[config.mk]
export PLATFORM = sky130hd
export DESIGN_NAME = dac_sample_pacer_flat
export DESIGN_NICKNAME = d
export VERILOG_FILES = /design/src/rtl/dac_pkg.sv /design/src/rtl/dac_sample_pacer_if.sv /design/src/rtl/dac_sample_pacer_fifo.sv /design/src/rtl/dac_sample_pacer.sv /design/src/flat_wrapper.sv
export SDC_FILE = /design/constraint.sdc
export NUM_CORES = 1
export LEC_CHECK = 0
export BUFFER_PORTS_ARGS = -buffer_cell sky130_fd_sc_hd__buf_4
export CELL_PAD_IN_SITES_DETAIL_PLACEMENT = 1
export CELL_PAD_IN_SITES_GLOBAL_PLACEMENT = 1
export CORE_MARGIN = 2
export CORE_UTILIZATION = 30
export DETAILED_ROUTE_END_ITERATION = 12
export GPL_ROUTABILITY_DRIVEN = 0
export PLACE_DENSITY = 0.55
export SYNTH_ARGS = -nofsm -noshare
export SYNTH_HDL_FRONTEND = slang
export SYNTH_SLANG_ARGS = --single-unit
[constraint.sdc]
create_clock -name clk -period 5.8 [get_ports clk]
set_clock_uncertainty 0.1 [all_clocks]
set_input_delay 1.16 -clock clk [delete_from_list [all_inputs] [get_ports clk]]
set_output_delay 1.16 -clock clk [all_outputs]
set_load 0.03 [all_outputs]
[src/rtl/dac_pkg.sv]
// Shared DAC word layout and command/address constants for the pacer and
// the SPI driver side.
package dac_pkg;

  localparam int DAC_WORD_W = 24;
  localparam int SAMPLE_W   = 12;

  typedef logic [SAMPLE_W-1:0]   sample_t;
  typedef logic [DAC_WORD_W-1:0] dac_word_t;

  localparam logic [3:0] CMD_WRITE        = 4'b0000;
  localparam logic [3:0] CMD_UPDATE       = 4'b0001;
  localparam logic [3:0] CMD_WRITE_UPDATE = 4'b0011;
  localparam logic [3:0] CMD_POWER_DOWN   = 4'b0100;

  localparam logic [3:0] ADDR_A   = 4'b0000;
  localparam logic [3:0] ADDR_B   = 4'b0001;
  localparam logic [3:0] ADDR_C   = 4'b0010;
  localparam logic [3:0] ADDR_D   = 4'b0011;
  localparam logic [3:0] ADDR_ALL = 4'b1111;

  // Sample sits at [15:4] untouched; the low nibble is don't-care padding, driven zero.
  function automatic dac_word_t dac_word(input logic [3:0] cmd,
                                         input logic [3:0] addr,
                                         input sample_t    sample);
    return {cmd, addr, sample, 4'b0000};
  endfunction

endpackage

[src/rtl/dac_sample_pacer_if.sv]
// Sample-in / DAC-word-out bus of the pacer; slave is the pacer, master is
// whoever drives the signal samples and the SPI ready.
interface dac_sample_pacer_if
  import dac_pkg::*;
#(
  parameter int FIFO_DEPTH = 8
) ();

  localparam int LEVEL_W = $clog2(FIFO_DEPTH) + 1;

  logic               enable;
  sample_t            sig_in;
  logic               sig_valid;
  logic               dac_ready;
  dac_word_t          word_out;
  logic               word_valid;
  logic [LEVEL_W-1:0] fifo_level;
  logic [7:0]         overflow_cnt;

  modport master (
    output enable, sig_in, sig_valid, dac_ready,
    input  word_out, word_valid, fifo_level, overflow_cnt
  );

  modport slave (
    input  enable, sig_in, sig_valid, dac_ready,
    output word_out, word_valid, fifo_level, overflow_cnt
  );

endinterface

[src/rtl/dac_sample_pacer_fifo.sv]
// Single-clock FIFO with occupancy count; head is read combinationally.
// The caller must not push while full unless it also pops.
module sync_fifo #(
  parameter int WIDTH = 12,
  parameter int DEPTH = 8
) (
  input  logic                     clk,
  input  logic                     reset,
  input  logic                     push,
  input  logic [WIDTH-1:0]         wdata,
  input  logic                     pop,
  output logic [WIDTH-1:0]         rdata,
  output logic                     full,
  output logic                     empty,
  output logic [$clog2(DEPTH):0]   level
);

  localparam int AW = $clog2(DEPTH);
  localparam int LW = AW + 1;

  logic [WIDTH-1:0] mem [DEPTH];
  logic [AW-1:0]    wr_ptr;
  logic [AW-1:0]    rd_ptr;

  always_ff @(posedge clk) begin
    if (push) mem[wr_ptr] <= wdata;
  end

  // Power-of-two depth lets the pointers wrap on their own.
  always_ff @(posedge clk or posedge reset) begin
    if (reset) begin
      wr_ptr <= '0;
      rd_ptr <= '0;
      level  <= '0;
    end else begin
      if (push) wr_ptr <= wr_ptr + AW'(1);
      if (pop)  rd_ptr <= rd_ptr + AW'(1);
      case ({push, pop})
        2'b10:   level <= level + LW'(1);
        2'b01:   level <= level - LW'(1);
        default: level <= level;
      endcase
    end
  end

  assign rdata = mem[rd_ptr];
  assign full  = (level == LW'(DEPTH));
  assign empty = (level == '0);

endmodule

[src/rtl/dac_sample_pacer.sv]
// Decimates the summed signal to a fixed sample rate, queues samples and
// hands formatted DAC words to the SPI driver over valid/ready.
module dac_sample_pacer
  import dac_pkg::*;
#(
  parameter int         CLK_DIV    = 1000,
  parameter int         FIFO_DEPTH = 8,
  parameter logic [3:0] DAC_CMD    = CMD_WRITE_UPDATE,
  parameter logic [3:0] DAC_ADDR   = ADDR_ALL
) (
  input logic               clk,
  input logic               reset,
  dac_sample_pacer_if.slave bus
);

  localparam int          LW = $clog2(FIFO_DEPTH) + 1;
  localparam logic [15:0] TC = 16'(CLK_DIV - 1);

  logic [15:0]   tick_cnt;
  logic          tick;
  logic          capture;
  logic          load;
  logic          push;
  logic          drop;
  sample_t       head;
  logic          fifo_full;
  logic          fifo_empty;
  logic [LW-1:0] level;
  dac_word_t     word_q;
  logic          valid_q;
  logic [7:0]    ovf_q;

  // Held at zero while disabled so re-enabling always waits a full period.
  always_ff @(posedge clk or posedge reset) begin
    if (reset)
      tick_cnt <= '0;
    else if (!bus.enable || tick_cnt == TC)
      tick_cnt <= '0;
    else
      tick_cnt <= tick_cnt + 16'd1;
  end

  assign tick    = bus.enable && (tick_cnt == TC);
  assign capture = tick && bus.sig_valid;
  assign load    = (!valid_q || bus.dac_ready) && !fifo_empty;
  // A pop in the same cycle frees the slot, so a full FIFO still accepts.
  assign push    = capture && (!fifo_full || load);
  assign drop    = capture && fifo_full && !load;

  sync_fifo #(
    .WIDTH (SAMPLE_W),
    .DEPTH (FIFO_DEPTH)
  ) u_fifo (
    .clk   (clk),
    .reset (reset),
    .push  (push),
    .wdata (bus.sig_in),
    .pop   (load),
    .rdata (head),
    .full  (fifo_full),
    .empty (fifo_empty),
    .level (level)
  );

  always_ff @(posedge clk or posedge reset) begin
    if (reset) begin
      word_q  <= '0;
      valid_q <= 1'b0;
    end else if (load) begin
      word_q  <= dac_word(DAC_CMD, DAC_ADDR, head);
      valid_q <= 1'b1;
    end else if (bus.dac_ready) begin
      valid_q <= 1'b0;
    end
  end

  always_ff @(posedge clk or posedge reset) begin
    if (reset)
      ovf_q <= '0;
    else if (drop && ovf_q != 8'hFF)
      ovf_q <= ovf_q + 8'd1;
  end

  assign bus.word_out     = word_q;
  assign bus.word_valid   = valid_q;
  assign bus.fifo_level   = level;
  assign bus.overflow_cnt = ovf_q;

endmodule

[src/flat_wrapper.sv]
// flat-port wrapper written by rule: the top's interface ports become plain ports
module dac_sample_pacer_flat import dac_pkg::*;
#(
  parameter int         CLK_DIV    = 1000,
  parameter int         FIFO_DEPTH = 8,
  parameter logic [3:0] DAC_CMD    = CMD_WRITE_UPDATE,
  parameter logic [3:0] DAC_ADDR   = ADDR_ALL
)
  (clk, reset, bus_enable, bus_sig_in, bus_sig_valid, bus_dac_ready, bus_word_out, bus_word_valid, bus_fifo_level, bus_overflow_cnt);
  dac_sample_pacer_if #(.FIFO_DEPTH(FIFO_DEPTH)) bus_i ();
  input logic clk;
  input logic reset;
  input wire logic [$bits(bus_i.enable)-1:0] bus_enable;
  input wire logic [$bits(bus_i.sig_in)-1:0] bus_sig_in;
  input wire logic [$bits(bus_i.sig_valid)-1:0] bus_sig_valid;
  input wire logic [$bits(bus_i.dac_ready)-1:0] bus_dac_ready;
  output wire logic [$bits(bus_i.word_out)-1:0] bus_word_out;
  output wire logic [$bits(bus_i.word_valid)-1:0] bus_word_valid;
  output wire logic [$bits(bus_i.fifo_level)-1:0] bus_fifo_level;
  output wire logic [$bits(bus_i.overflow_cnt)-1:0] bus_overflow_cnt;
  assign bus_i.enable = bus_enable;
  assign bus_i.sig_in = bus_sig_in;
  assign bus_i.sig_valid = bus_sig_valid;
  assign bus_i.dac_ready = bus_dac_ready;
  assign bus_word_out = bus_i.word_out;
  assign bus_word_valid = bus_i.word_valid;
  assign bus_fifo_level = bus_i.fifo_level;
  assign bus_overflow_cnt = bus_i.overflow_cnt;
  dac_sample_pacer #(.CLK_DIV(CLK_DIV), .FIFO_DEPTH(FIFO_DEPTH), .DAC_CMD(DAC_CMD), .DAC_ADDR(DAC_ADDR)) u_core (.clk(clk), .reset(reset), .bus(bus_i));
endmodule
==> results.yml <==
floorplanning:
  initial_core_util: 0.3048
  num_rows: 51
  core-area_um2: 19460
  fp.dieArea_um2: 20910
  die_height_um: 144.6
  die_w_um: 144.6
  boundaryPins: 54
cells_and_area:
  multiInputGateArea_um2: 1742
  fill_cells: 2005
  layout-drive-gt1-share: 0.2982
  diodes: 0
  seq_area_um2: 4084
  synthToLayoutAreaGrowth_pct: 21.94
  final_net_count: 447
synth:
  syn-instance-count: 367
  yosysTopAreaCellShare: 0.4860
  yosysMostFrequentCell: "edfxtp_1"
  synth_seq_cells: 144
  syn_avg_cell_area_um2: 16.16
  synth_edf_count: 96
  yosysWarnings: 0
  synth_common_cells: "96 x edfxtp_1, 48 x dfrtp_1, 35 x nor2_1, 24 x mux4_2, 16 x xnor2_1"
  dominantRegCellSynth: "edfxtp_1"
  synth_area_leaders: "edfxtp_1 49%, dfrtp_1 20%, mux4_2 9.1%"
  async_flop_share: 0.3333
  synth_largest_area_cell: "edfxtp_1"
  netlist_area_um2: 5932
  ys_types: 39
  ys_seq_area_frac: 0.6885
routing:
  viasPerCell: 4.549
  drc_errors: 0
  drt_first_pass_iters: 4
  drt_iter0_markers: 146
  wl_per_cell_um: 17.10
  ant_nets: 0
  num_vias: 3189
  wl_um: 11990
sta:
  slew_headroom: 0.1835
  setup_tns_ns: 0
  worstMarginPinSlew_ns: 1.220
  finalCriticalPeriod_ns: 2.876
  drv_slew: 0
  setup_viol: 0
  max_freq_mhz: 347.7
  rsz0062_at_grt: "no"
  hold_viol: 0
  finalCritPeriodShare: 0.4959
  setup_slack_ns: 2.924
setup_path:
  required_ns: 5.74
  reg2reg_to: "u_core.u_fifo.mem[5][7]"
  crit_path_max_fanout: 12
  worst-r2r-cell-count: 5
  worst_setup_path_start_kind: "flip-flop"
  crit_type: "reg2reg"
  timing.critical_path.to_type: "flip-flop"
  regToRegSetupSlack_ns: 2.92
  cp_data_arrival_time_ns: 2.81
  regToRegStartpoint: "u_core.tick_cnt[0]"
pwr:
  clkPwrFrac: 0.372
  p_per_area_nw_per_um2: 441.5
  p_int_uw: 2266
  vdd_drop_max_mv: 0.2331
  leakagePower_uw: 0.002689
  swShare: 0.2906
  switchingPower_uw: 927.9
  p_seq_frac: 0.395
  combinationalPowerShare: 0.233
cts:
  cts_setup_buffers: 0
  clk_latency_ns: 0.43
  ctsHoldBuffers: 0
  max-clock-path-buffers: 2
  cts_resized: 0
  cts_tree: "built"
  cts.sinks: 144
  clkTransAtPathRegs_ns: 0.06
  cts_root_buf: "clkbuf_16"
  cts-buffers-inserted: 17
  htreeDepth: 4
placed_design:
  dp_hpwl_um: 7757
  portBuffers: 47
  preCtsSetupSlack_ns: 2.508
global_routing:
  grt_usage: 0.1274
  grt_max_degree: 49
  antenna_found_initial: 0
  overflow: 0
  grt_pass1_wl_um: 19420
  grt_pass1_vias: 3450
worst_hold_path:
  min_to: "u_core.tick_cnt[0]"
  hp-start: "u_core.tick_cnt[0]"
  hold_path.class: "reg2reg"
  min_path_cells: 1
run_status:
  status: "finished clean"
run:
  maxCapViolations: 0
-- registers in the layout, summed over array words and instances (netlist names) --
signal                   flops
u_core.u_fifo.mem           96
u_core.tick_cnt             16
u_core.bus.word_out         13
u_core.bus.overflow_cnt      8
u_core.u_fifo.level          4
u_core.u_fifo.rd_ptr         3
u_core.u_fifo.wr_ptr         3
u_core.bus.word_valid        1
-- worst max path at each step --
stage	slack, ns	cells after the start	end	from
2_1_floorplan	2.55	3	u_core.u_fifo.mem[0][0]	bus_sig_valid
5_1_grt	2.66	5	u_core.u_fifo.mem[5][7]	u_core.tick_cnt[0]
3_5_place_dp	2.51	12	u_core.u_fifo.level[3]	bus_dac_ready
4_1_cts	2.89	5	u_core.u_fifo.mem[5][7]	u_core.tick_cnt[0]
3_3_place_gp	2.59	12	u_core.u_fifo.level[3]	bus_dac_ready
6_report	2.92	5	u_core.u_fifo.mem[5][7]	u_core.tick_cnt[0]
-- final cells by class --
| type | instances | share of cell area |
|---|---|---|
| timing repair buffer | 55 | 0.05708 |
| tap | 265 | 0.04584 |
| clock buffer | 19 | 0.06124 |
| inverter | 6 | 0.003114 |
| sequential | 144 | 0.5646 |
| clock inverter | 13 | 0.02733 |
| multi-input combinational | 199 | 0.2408 |
-- layer usage --
metal | routed length [um] | share of wire | GRT usage | up-vias
met5 | 0 | 0 | 0 | -
li1 | - | - | - | 1473
met1 | 5703 | 0.48 | 0.1711 | 1637
met3 | 448 | 0.037 | 0.03079 | 15
met4 | 217 | 0.018 | 0.05212 | 0
met2 | 5619 | 0.47 | 0.1991 | 64
-- worst max-delay path: stages, from the launching register on --
cell and delay [ns]:
dfrtp_1 0.39, ha_1 0.26, and4bb_2 0.29, and3_1 0.24, nand4_1 0.22, nor2_1 0.99
-- placed cells by master, fill, tap and decap left out, types with 2 or more instances in the layout --
cell,count
edfxtp_1,96
buf_4,55
dfrtp_1,48
nor2_1,34
mux4_2,24
clkbuf_16,17
xnor2_1,16
nand2_1,15
mux2i_1,13
a21oi_1,13
xor2_1,10
and3_1,8
nand3_1,8
nand4_1,8
ha_1,6
conb_1,6
nand2b_1,5
inv_1,5
nor3_2,5
inv_6,5
bufinv_16,4
nor3_1,3
mux2_2,3
clkinv_4,3
nor4_1,2
nor3b_2,2
nand3_2,2
a21o_1,2
-- stage by stage --
step | hold WS [ns] | total power (uW) | util | area (um^2) | std cells
3_3_place_gp | 0.3723 | 2036 | 0.3387 | 6593 | 669
3_5_place_dp | 0.3773 | 2046 | 0.3387 | 6593 | 669
5_1_grt | 0.4229 | 3348 | 0.3716 | 7233 | 701
4_1_cts | 0.3859 | 3241 | 0.3716 | 7233 | 701
2_1_floorplan | 0.3549 | 1815 | - | 5951 | 372
6_report | 0.3873 | 3194 | 0.3716 | 7233 | 701
-- power by group through the flow --
stage,clock [uW],sequential [uW],combinational (uW)
6_report,1190,1260,744
5_1_grt,1250,1280,819
4_1_cts,1210,1260,764
3_5_place_dp,0,1280,761
2_1_floorplan,0,1350,468
3_3_place_gp,0,1280,753
-- kinds of logic after synthesis --
logic type	after synthesis	share of synthesized area
DFF	144	0.6885
and+or+nand+nor	100	0.08922
muxes	42	0.1232
buffers and inverters	29	0.02594
xor gates and xnor gates	26	0.03839
AOI/OAI and AO/OA	18	0.01814
adders and majority gates	7	0.01603
other	1	0.0006322
Note: power is estimated with default switching activity, not from simulation.
